<file path="config.mk">
export PLATFORM = sky130hd
export DESIGN_NAME = fetch_sequencer
export DESIGN_NICKNAME = d
export VERILOG_FILES = /design/src/rtl/fetch_pkg.sv /design/src/rtl/sat_counter.sv /design/src/rtl/fetch_sequencer.sv
export SDC_FILE = /design/constraint.sdc
export NUM_CORES = 1
export LEC_CHECK = 0
export ABC_AREA = 0
export CAP_MARGIN = 10
export CORE_ASPECT_RATIO = 0.8
export CORE_UTILIZATION = 54
export DETAILED_ROUTE_END_ITERATION = 10
export PLACE_DENSITY = 0.92
export SLEW_MARGIN = 10
export SYNTH_ARGS = -nofsm -noshare
export SYNTH_HDL_FRONTEND = slang
export SYNTH_HIERARCHICAL = 1
export SYNTH_SLANG_ARGS = --single-unit
export TNS_END_PERCENT = 20
</file>
<file path="constraint.sdc">
create_clock -name CLK -period 4.1 [get_ports CLK]
set_input_delay 0.82 -clock CLK [delete_from_list [all_inputs] [get_ports CLK]]
set_output_delay 0.82 -clock CLK [all_outputs]
set_load 0.01 [all_outputs]
</file>
<file path="src/rtl/fetch_pkg.sv">
// Shared types and helpers for the fetch/sequencing unit.
package fetch_pkg;

   // Sequencer states; encoding is exposed on the debug state output.
   typedef enum logic [1:0] {
      ST_IDLE   = 2'd0,
      ST_INIT   = 2'd1,
      ST_RUN    = 2'd2,
      ST_HALTED = 2'd3
   } state_e;

   // Working width of the sign-extension helper; PC_W must not exceed it.
   localparam int SEXT_W = 64;

   // Sign-extend the low w bits of v to the full helper width.
   function automatic logic [SEXT_W-1:0] sext(input logic [SEXT_W-1:0] v,
                                              input int unsigned       w);
      logic [SEXT_W-1:0] mask;
      logic [5:0]        msb;
      mask = {SEXT_W{1'b1}} << w;
      msb  = 6'(w - 1);
      sext = v[msb] ? (v | mask) : (v & ~mask);
   endfunction

endpackage

</file>
<file path="src/rtl/sat_counter.sv">
// Saturating up-counter with synchronous clear; holds at all-ones.
module sat_counter #(
   parameter int W = 32
) (
   input  logic         CLK,
   input  logic         RST_n,
   input  logic         clr,
   input  logic         inc,
   output logic [W-1:0] count
);

   // Clear wins over increment; increment stops once all bits are set.
   always_ff @(posedge CLK or negedge RST_n) begin
      if (!RST_n) begin
         count <= '0;
      end else if (clr) begin
         count <= '0;
      end else if (inc && (count != '1)) begin
         count <= count + 1'b1;
      end
   end

endmodule

</file>
<file path="src/rtl/fetch_sequencer.sv">
// Fetch/sequencing unit: owns the PC and instruction register, handles
// start/halt sequencing, stall hold and branch redirect, and keeps
// saturating cycle and retired-instruction counters.
// There is no valid/ready handshake here: instr_valid is a plain qualifier
// on instr_out/ir_pc, and stall is an unconditional hold request from
// downstream that freezes pc, IR and instr_valid for the cycle it is high.
module fetch_sequencer
   import fetch_pkg::*;
#(
   parameter int              PC_W     = 16,
   parameter int              INSTR_W  = 9,
   parameter int              CNT_W    = 32,
   parameter logic [PC_W-1:0] RESET_PC = '0,
   parameter int              BR_REL   = 0
) (
   input  logic               CLK,
   input  logic               RST_n,
   input  logic               start,
   input  logic               stall,
   input  logic               branch,
   input  logic [PC_W-1:0]    branch_target,
   input  logic               halt_req,
   input  logic [INSTR_W-1:0] instr_in,
   output logic [PC_W-1:0]    pc,
   output logic [INSTR_W-1:0] instr_out,
   output logic [PC_W-1:0]    ir_pc,
   output logic               instr_valid,
   output logic               halted,
   output logic               pc_wrap,
   output logic [CNT_W-1:0]   cycle_ct,
   output logic [CNT_W-1:0]   instr_ct,
   output logic [1:0]         dbg_state
);

   state_e          state;
   logic [PC_W-1:0] rel_target;
   logic [PC_W-1:0] br_target;
   logic            cnt_clr;
   logic            cyc_inc;
   logic            ins_inc;

   // Relative target wraps modulo 2^PC_W and never touches pc_wrap.
   assign rel_target = PC_W'(SEXT_W'(ir_pc) + sext(SEXT_W'(branch_target), PC_W));
   assign br_target  = (BR_REL != 0) ? rel_target : branch_target;

   assign dbg_state = state;

   // Counters clear while start is held and throughout INIT; they only
   // advance in RUN, so IDLE and HALTED freeze them.
   assign cnt_clr = start || (state == ST_INIT);
   assign cyc_inc = (state == ST_RUN);
   assign ins_inc = (state == ST_RUN) && instr_valid && !stall;

   // Sequencer FSM and PC/IR datapath; priority start > stall > halt > branch > advance.
   always_ff @(posedge CLK or negedge RST_n) begin
      if (!RST_n) begin
         state       <= ST_IDLE;
         pc          <= RESET_PC;
         instr_out   <= '0;
         ir_pc       <= '0;
         instr_valid <= 1'b0;
         halted      <= 1'b0;
         pc_wrap     <= 1'b0;
      end else if (start) begin
         state       <= ST_INIT;
         pc          <= RESET_PC;
         instr_out   <= '0;
         ir_pc       <= '0;
         instr_valid <= 1'b0;
         halted      <= 1'b0;
         pc_wrap     <= 1'b0;
      end else begin
         case (state)
            ST_IDLE: begin
               state <= ST_IDLE;
            end
            ST_INIT: begin
               // Reset values were loaded on entry; first fetch happens in RUN.
               state <= ST_RUN;
            end
            ST_RUN: begin
               if (stall) begin
                  state <= ST_RUN;
               end else if (halt_req && instr_valid) begin
                  state       <= ST_HALTED;
                  halted      <= 1'b1;
                  instr_valid <= 1'b0;
               end else if (branch && instr_valid) begin
                  // Discard the sequential fetch: one bubble follows.
                  pc          <= br_target;
                  instr_valid <= 1'b0;
               end else begin
                  instr_out   <= instr_in;
                  ir_pc       <= pc;
                  instr_valid <= 1'b1;
                  pc          <= pc + 1'b1;
                  if (pc == '1) begin
                     pc_wrap <= 1'b1;
                  end
               end
            end
            ST_HALTED: begin
               state <= ST_HALTED;
            end
            default: begin
               state <= ST_IDLE;
            end
         endcase
      end
   end

   sat_counter #(.W(CNT_W)) u_cycle_ct (
      .CLK   (CLK),
      .RST_n (RST_n),
      .clr   (cnt_clr),
      .inc   (cyc_inc),
      .count (cycle_ct)
   );

   sat_counter #(.W(CNT_W)) u_instr_ct (
      .CLK   (CLK),
      .RST_n (RST_n),
      .clr   (cnt_clr),
      .inc   (ins_inc),
      .count (instr_ct)
   );

endmodule

</file>
; Yosys cells after proc, flatten, opt, wreduce, memory -nomap -nowiden
; Index checks and enable logic that the tools add are counted.
[classes]
addsub = 3
n_mul = 0
div = 0
magnitude_cmp = 0
n_eq_ne = 10
n_shift = 0
n_mux = 38
n_bitwise = 0
reduce_logical = 19
[op_table]
columns = operator, n
row1 = 16-bit 2-to-1 mux, 10
row2 = 32-bit 2-to-1 mux, 4
row3 = 32-bit by 1-bit adder with 32-bit output (second input constant), 2
row4 = 32-bit inequality test (second input constant), 2
row5 = 9-bit 2-to-1 mux, 5
row6 = 16-bit by 1-bit adder with 16-bit output (second input constant), 1
row7 = 16-bit == test (second input constant), 1
row8 = 1-bit 2-to-1 mux, 15
row9 = 2-bit nonzero test, 5
row10 = 2-bit case mux with 4 select lines, 1
row11 = 1-bit logical AND, 6
row12 = 2-bit 2-to-1 mux, 3
row13 = 2-bit inequality test (second input constant), 3
row14 = 3-bit AND reduction, 2
row15 = 5-bit AND reduction, 1
row16 = 2-bit == test (second input constant), 2
row17 = 4-bit inequality test (second input constant), 1
row18 = 4-bit AND reduction, 1
row19 = 2-bit by 1-bit == test with 1-bit output (second input constant), 1
row20 = 2-bit logical NOT, 1
row21 = 2-bit AND reduction, 1
row22 = 1-bit logical NOT, 1
row23 = 1-bit logical OR, 1
[word_totals]
ff_bits = 110
latch_bits = 0
mem_bits_rw = 0
rom_bits = 0
in_bits = 31
out_inout_bits = 110
word_cells = 79
mem_count = 0

; Depth between registers and ports, before layout
[depth]
depth_word = 7
mapped_depth = 9
ltp_nobuf = 7

; By module
; Netlist, hierarchy kept.
[modules_own_cells]
columns = module, n_inst, cells_each, area_per_inst_um2, seq_area_each_um2
row1 = sat_counter, 2, 198, 1854.3, 800.8
row2 = fetch_sequencer, 1, 255, 2280.9, 1151.1

; Worst setup path after synthesis
; Ideal clock, no wire load.
[synth_timing]
path_kind = input-to-reg
startpoint = in stall
endpoint = reg u_instr_ct.count[31]
setup_time_ns = 0.125
t_arrival_ns = 2.544
required_time_ns = 3.975
slack_ns = 1.431
cell_stages = 8
path_buffers = 1
cell_sequence = nor3b_4 and2_1 and3_1 nand4_1 a21o_1 buf_2 nor4_1 mux2_2
[synth_via]
elab_chain_cells = 4
[synth_lines]
columns = item, line
row1 = "start, declared", fetch_sequencer.sv:19  ; input logic stall,
row2 = 1-bit logical NOT, fetch_sequencer.sv:52  ; assign ins_inc = (state == ST_RUN) && instr_valid && !stall;
row3 = 1-bit logical AND, fetch_sequencer.sv:52
row4 = net ins_inc, fetch_sequencer.sv:40  ; logic ins_inc;
row5 = 1-bit logical AND, sat_counter.sv:18  ; end else if (inc && (count != '1)) begin
row6 = 2-bit nonzero test (no source line), n/a
row7 = "end signal, assigned", sat_counter.sv:19  ; count <= count + 1'b1;
row8 = "end, declared", sat_counter.sv:9  ; output logic [W-1:0] count
; The timed path passes the listed nets, and every way through them passes these cells.
; A chain may end at the register's enable or synchronous reset.

; Worst setup path after layout
; Same ends and word-level chain as after synthesis.

==> flow_summary_export.csv <==
group,metric,value,unit
clocking,post-cts-setup-buffers,0,
die,io-pin-count,141,
die,floorplan.die.height,96.2,µm
detailed_routing,route.final.wire_length,16.7,mm
worst_setup_path,worst-path-max-fanout,19,
detailed_routing,route.detailed.vias_per_inst,6.08,
die,start_util,55.2,%
worst_setup_path,worst_ep_arrival,3.44,ns
finish,num-fill-cells,795,
finish,final-seq-area,0.00275,mm²
global_route,grt_antenna_before_repair,0,
worst_setup_path,crit_start,"stall",
worst_setup_path,setup_cp_type,"input port to register",
sta,transition_at_the_pin_with_the_smallest_max_transition_slack,1.01,ns
placement,dp.final_hpwl,11.7,mm
global_route,track_usage,29.4,%
placement,buffer_ports.inserted,140,
finish,antenna_cells_inserted,0,
worst_setup_path,r2r.worst_path.cells,7,
die,die_width,120,µm
detailed_routing,drt_iter0_markers,537,
worst_setup_path,reg2reg_setup_slack,1.34,ns
finish,final_util,71.7,%
clocking,cts_root_buffer,"clkbuf_16",
sta,achievable-frequency,311,MHz
clocking,cts_hold_buffers,0,
logic_synthesis,synth_largest_type_area_fraction,46.0,%
detailed_routing,drt_pre_antenna_iters,5,
sta,holdWs,0.448,ns
logic_synthesis,syn_nets,685,
sta,slew_headroom,32.1,%
logic_synthesis,synth-edff-count,0,
run_status,outcome,"finished clean",
worst_setup_path,critical_path_startpoint_category,"input port",
sta,final-max-slew-violation-count,0,
power,power.density_cell_area,274,mW/mm²
worst_setup_path,crit_path_end,"u_instr_ct/count[31]",
worst_setup_path,end_kind,"register",
global_route,grt_pass1_wl,26.3,mm
logic_synthesis,postSynthAreaPerCell,9.20,µm²
clocking,cts.sink_count,110,
logic_synthesis,synth_area_leader_cell,"dfrtp_1",
clocking,cts.repair.resized,0,
sta,hold_viol,0,
placement,finalWeightedCongestion,0.860,
finish,finish.net_count,811,
sta,period_minus_slack,3.21,ns
global_route,grt_remaining_overflow,0,
worst_setup_path,rr_endpoint,"u_instr_ct/count[31]",
clocking,cts_buffer_depth,2,
logic_synthesis,share_of_async_settable_or_async_resettable_flops_after_synthesis,100,%
worst_setup_path,timing.rr.start,"dbg_state[1]",
power,power_leakage,3.00,nW
logic_synthesis,top_flip_flop_cell_by_instance_count_after_synthesis,"dfrtp_1",
detailed_routing,drtAntennaViolNets,0,
global_route,vias_in_the_first_global_route,5201,
global_route,grt_max_degree,71,
logic_synthesis,ys_warn_count,6,
die,dieArea,0.0115,mm²
finish,area_of_the_multi_input_gates,0.00304,mm²
sta,rsz_0062_raised_after_global_routing,"false",
finish,flow.area_growth_from_synthesis,29.8,%
clocking,cts-htree-levels,3,
die,core.rowCount,34,
logic_synthesis,synth-seq-area-share,46.0,%
detailed_routing,routed_length_per_placed_instance,18.0,µm
clocking,cts.clk_slew.worst_paths,0.07,ns
logic_synthesis,synth_seq_cells,110,
sta,post-route-period-util,78.3,%
logic_synthesis,ys_top_cells_by_area,"dfrtp_1, nand2_1, a21oi_1",
sta,totalNegativeSetupSlack,0,ns
finish,drive_above_1_share,7.54,%
power,vdd_ir_drop_max,0.249,mV
finish,layout_commonest_cell,"clkdlybuf4s50_1",
die,fp.coreArea,0.0108,mm²
sta,report.final.setup_viol,0,
detailed_routing,drc_errors,0,
flow_run,cap_viol_max_count,0,
hold_path,type_of_the_most_critical_hold_path,"input port to asynchronous set/reset pin",
clocking,cts_tree,"yes",
logic_synthesis,post_synthesis_cell_type_count,57,
finish,finish.instance_area,0.00778,mm²
logic_synthesis,syn-cell-area,0.00599,mm²
placement,place_area,0.00748,mm²
sta,timing.clock.skew,0.00903,ns
detailed_routing,vias,5632,
clocking,clkLatencyLatePin,0.35,ns
logic_synthesis,netlist_instances,651,
finish,most_frequent_cells_in_the_layout,"clkdlybuf4s50_1, dfrtp_1, nand2_1, nor2_1, a21oi_1",
clocking,tritoncts.num_buffers,9,
worst_setup_path,worst-endpoint-required,4.33,ns
==> flip-flops by register name, indices dropped and copies added, names as in the netlist <==
name and cells:
pc 16, pc_wrap 1, instr_out 9, dbg_state 2, instr_valid 1, u_cycle_ct/count 32
ir_pc 16, u_instr_ct/count 32, halted 1
==> per-stage QoR <==
stage	setup WS, ns	power, mW	std cells
floorplan	1.43	1.19	651
global placement	0.706	1.27	910
detailed placement	0.545	1.27	910
CTS	0.950	2.14	926
global route	0.732	2.20	926
finish	0.890	2.13	926
==> critical path: stages <==
cell             delay [ns]
clkdlybuf4s50_1        0.48
nor3b_4                0.36
and2_1                 0.28
and3_1                 0.26
nand4_1                0.12
a21o_1                 0.37
nor4_1                 0.38
mux2_2                 0.37
==> cell type report <==
| cell class | count | share of cell area [%] |
|---|---|---|
| well taps | 144 | 2.32 |
| flip-flops and latches | 110 | 35.4 |
| clock inverters | 7 | 0.949 |
| clock buffers | 9 | 2.90 |
| multi-input cells | 495 | 39.1 |
| inverters | 18 | 0.869 |
| repair buffers | 143 | 18.4 |
==> worst min path at each step <==
stage,from,end,slack [ns],cells past startpoint
after global routing,RST_n,u_instr_ct/count[20],0.48,1
after detailed placement,pc_wrap,pc_wrap,0.50,2
after floorplan,RST_n,dbg_state[0],0.52,0
after global placement,halted,halted,0.48,2
final,RST_n,u_instr_ct/count[20],0.45,1
after CTS,RST_n,u_instr_ct/count[20],0.46,1
==> routing by layer <==
layer,up-vias,global-route usage (%),share of wire (%)
li1,2605,-,-
met1,2735,38.0,42
met2,262,48.3,49
met3,30,6.93,6.9
met4,0,11.8,1.9
met5,-,0,0
==> cells in the mapped netlist, drive strengths merged, types with 7 or more instances <==
master / count
a211oi: 10
a21o: 8
a21oi: 55
and2: 9
and3: 19
buf: 13
clkbuf: 15
dfrtp: 110
inv: 18
mux2: 12
nand2: 84
nand3: 33
nand4: 19
nor2: 65
nor2b: 13
nor3: 12
nor4: 23
o21ai: 23
o2bb2ai: 8
o31ai: 7
or3: 10
or4: 7
xnor2: 20
==> where the power goes <==
group          leakage, nW  switching [mW]  internal (mW)
Sequential            1.53          0.0113           1.09
Combinational         1.33          0.0928         0.0602
Clock                0.146           0.398          0.476
Total                 3.00           0.503           1.63
==> logic make-up (layout without fill, tap and decap cells) <==
| family | count (synthesis) | after routing | synth area share [%] |
|---|---|---|---|
| and+or+nand+nor | 312 | 312 | 28.1 |
| muxes | 16 | 16 | 3.05 |
| AOI/OAI and AO/OA | 138 | 138 | 15.0 |
| buffers and inverters | 46 | 177 | 3.43 |
| adders and majority gates | 3 | 3 | 0.627 |
| xor gates and xnor gates | 26 | 26 | 3.80 |
| DFF | 110 | 110 | 46.0 |
(Power assumes the default switching activity.)
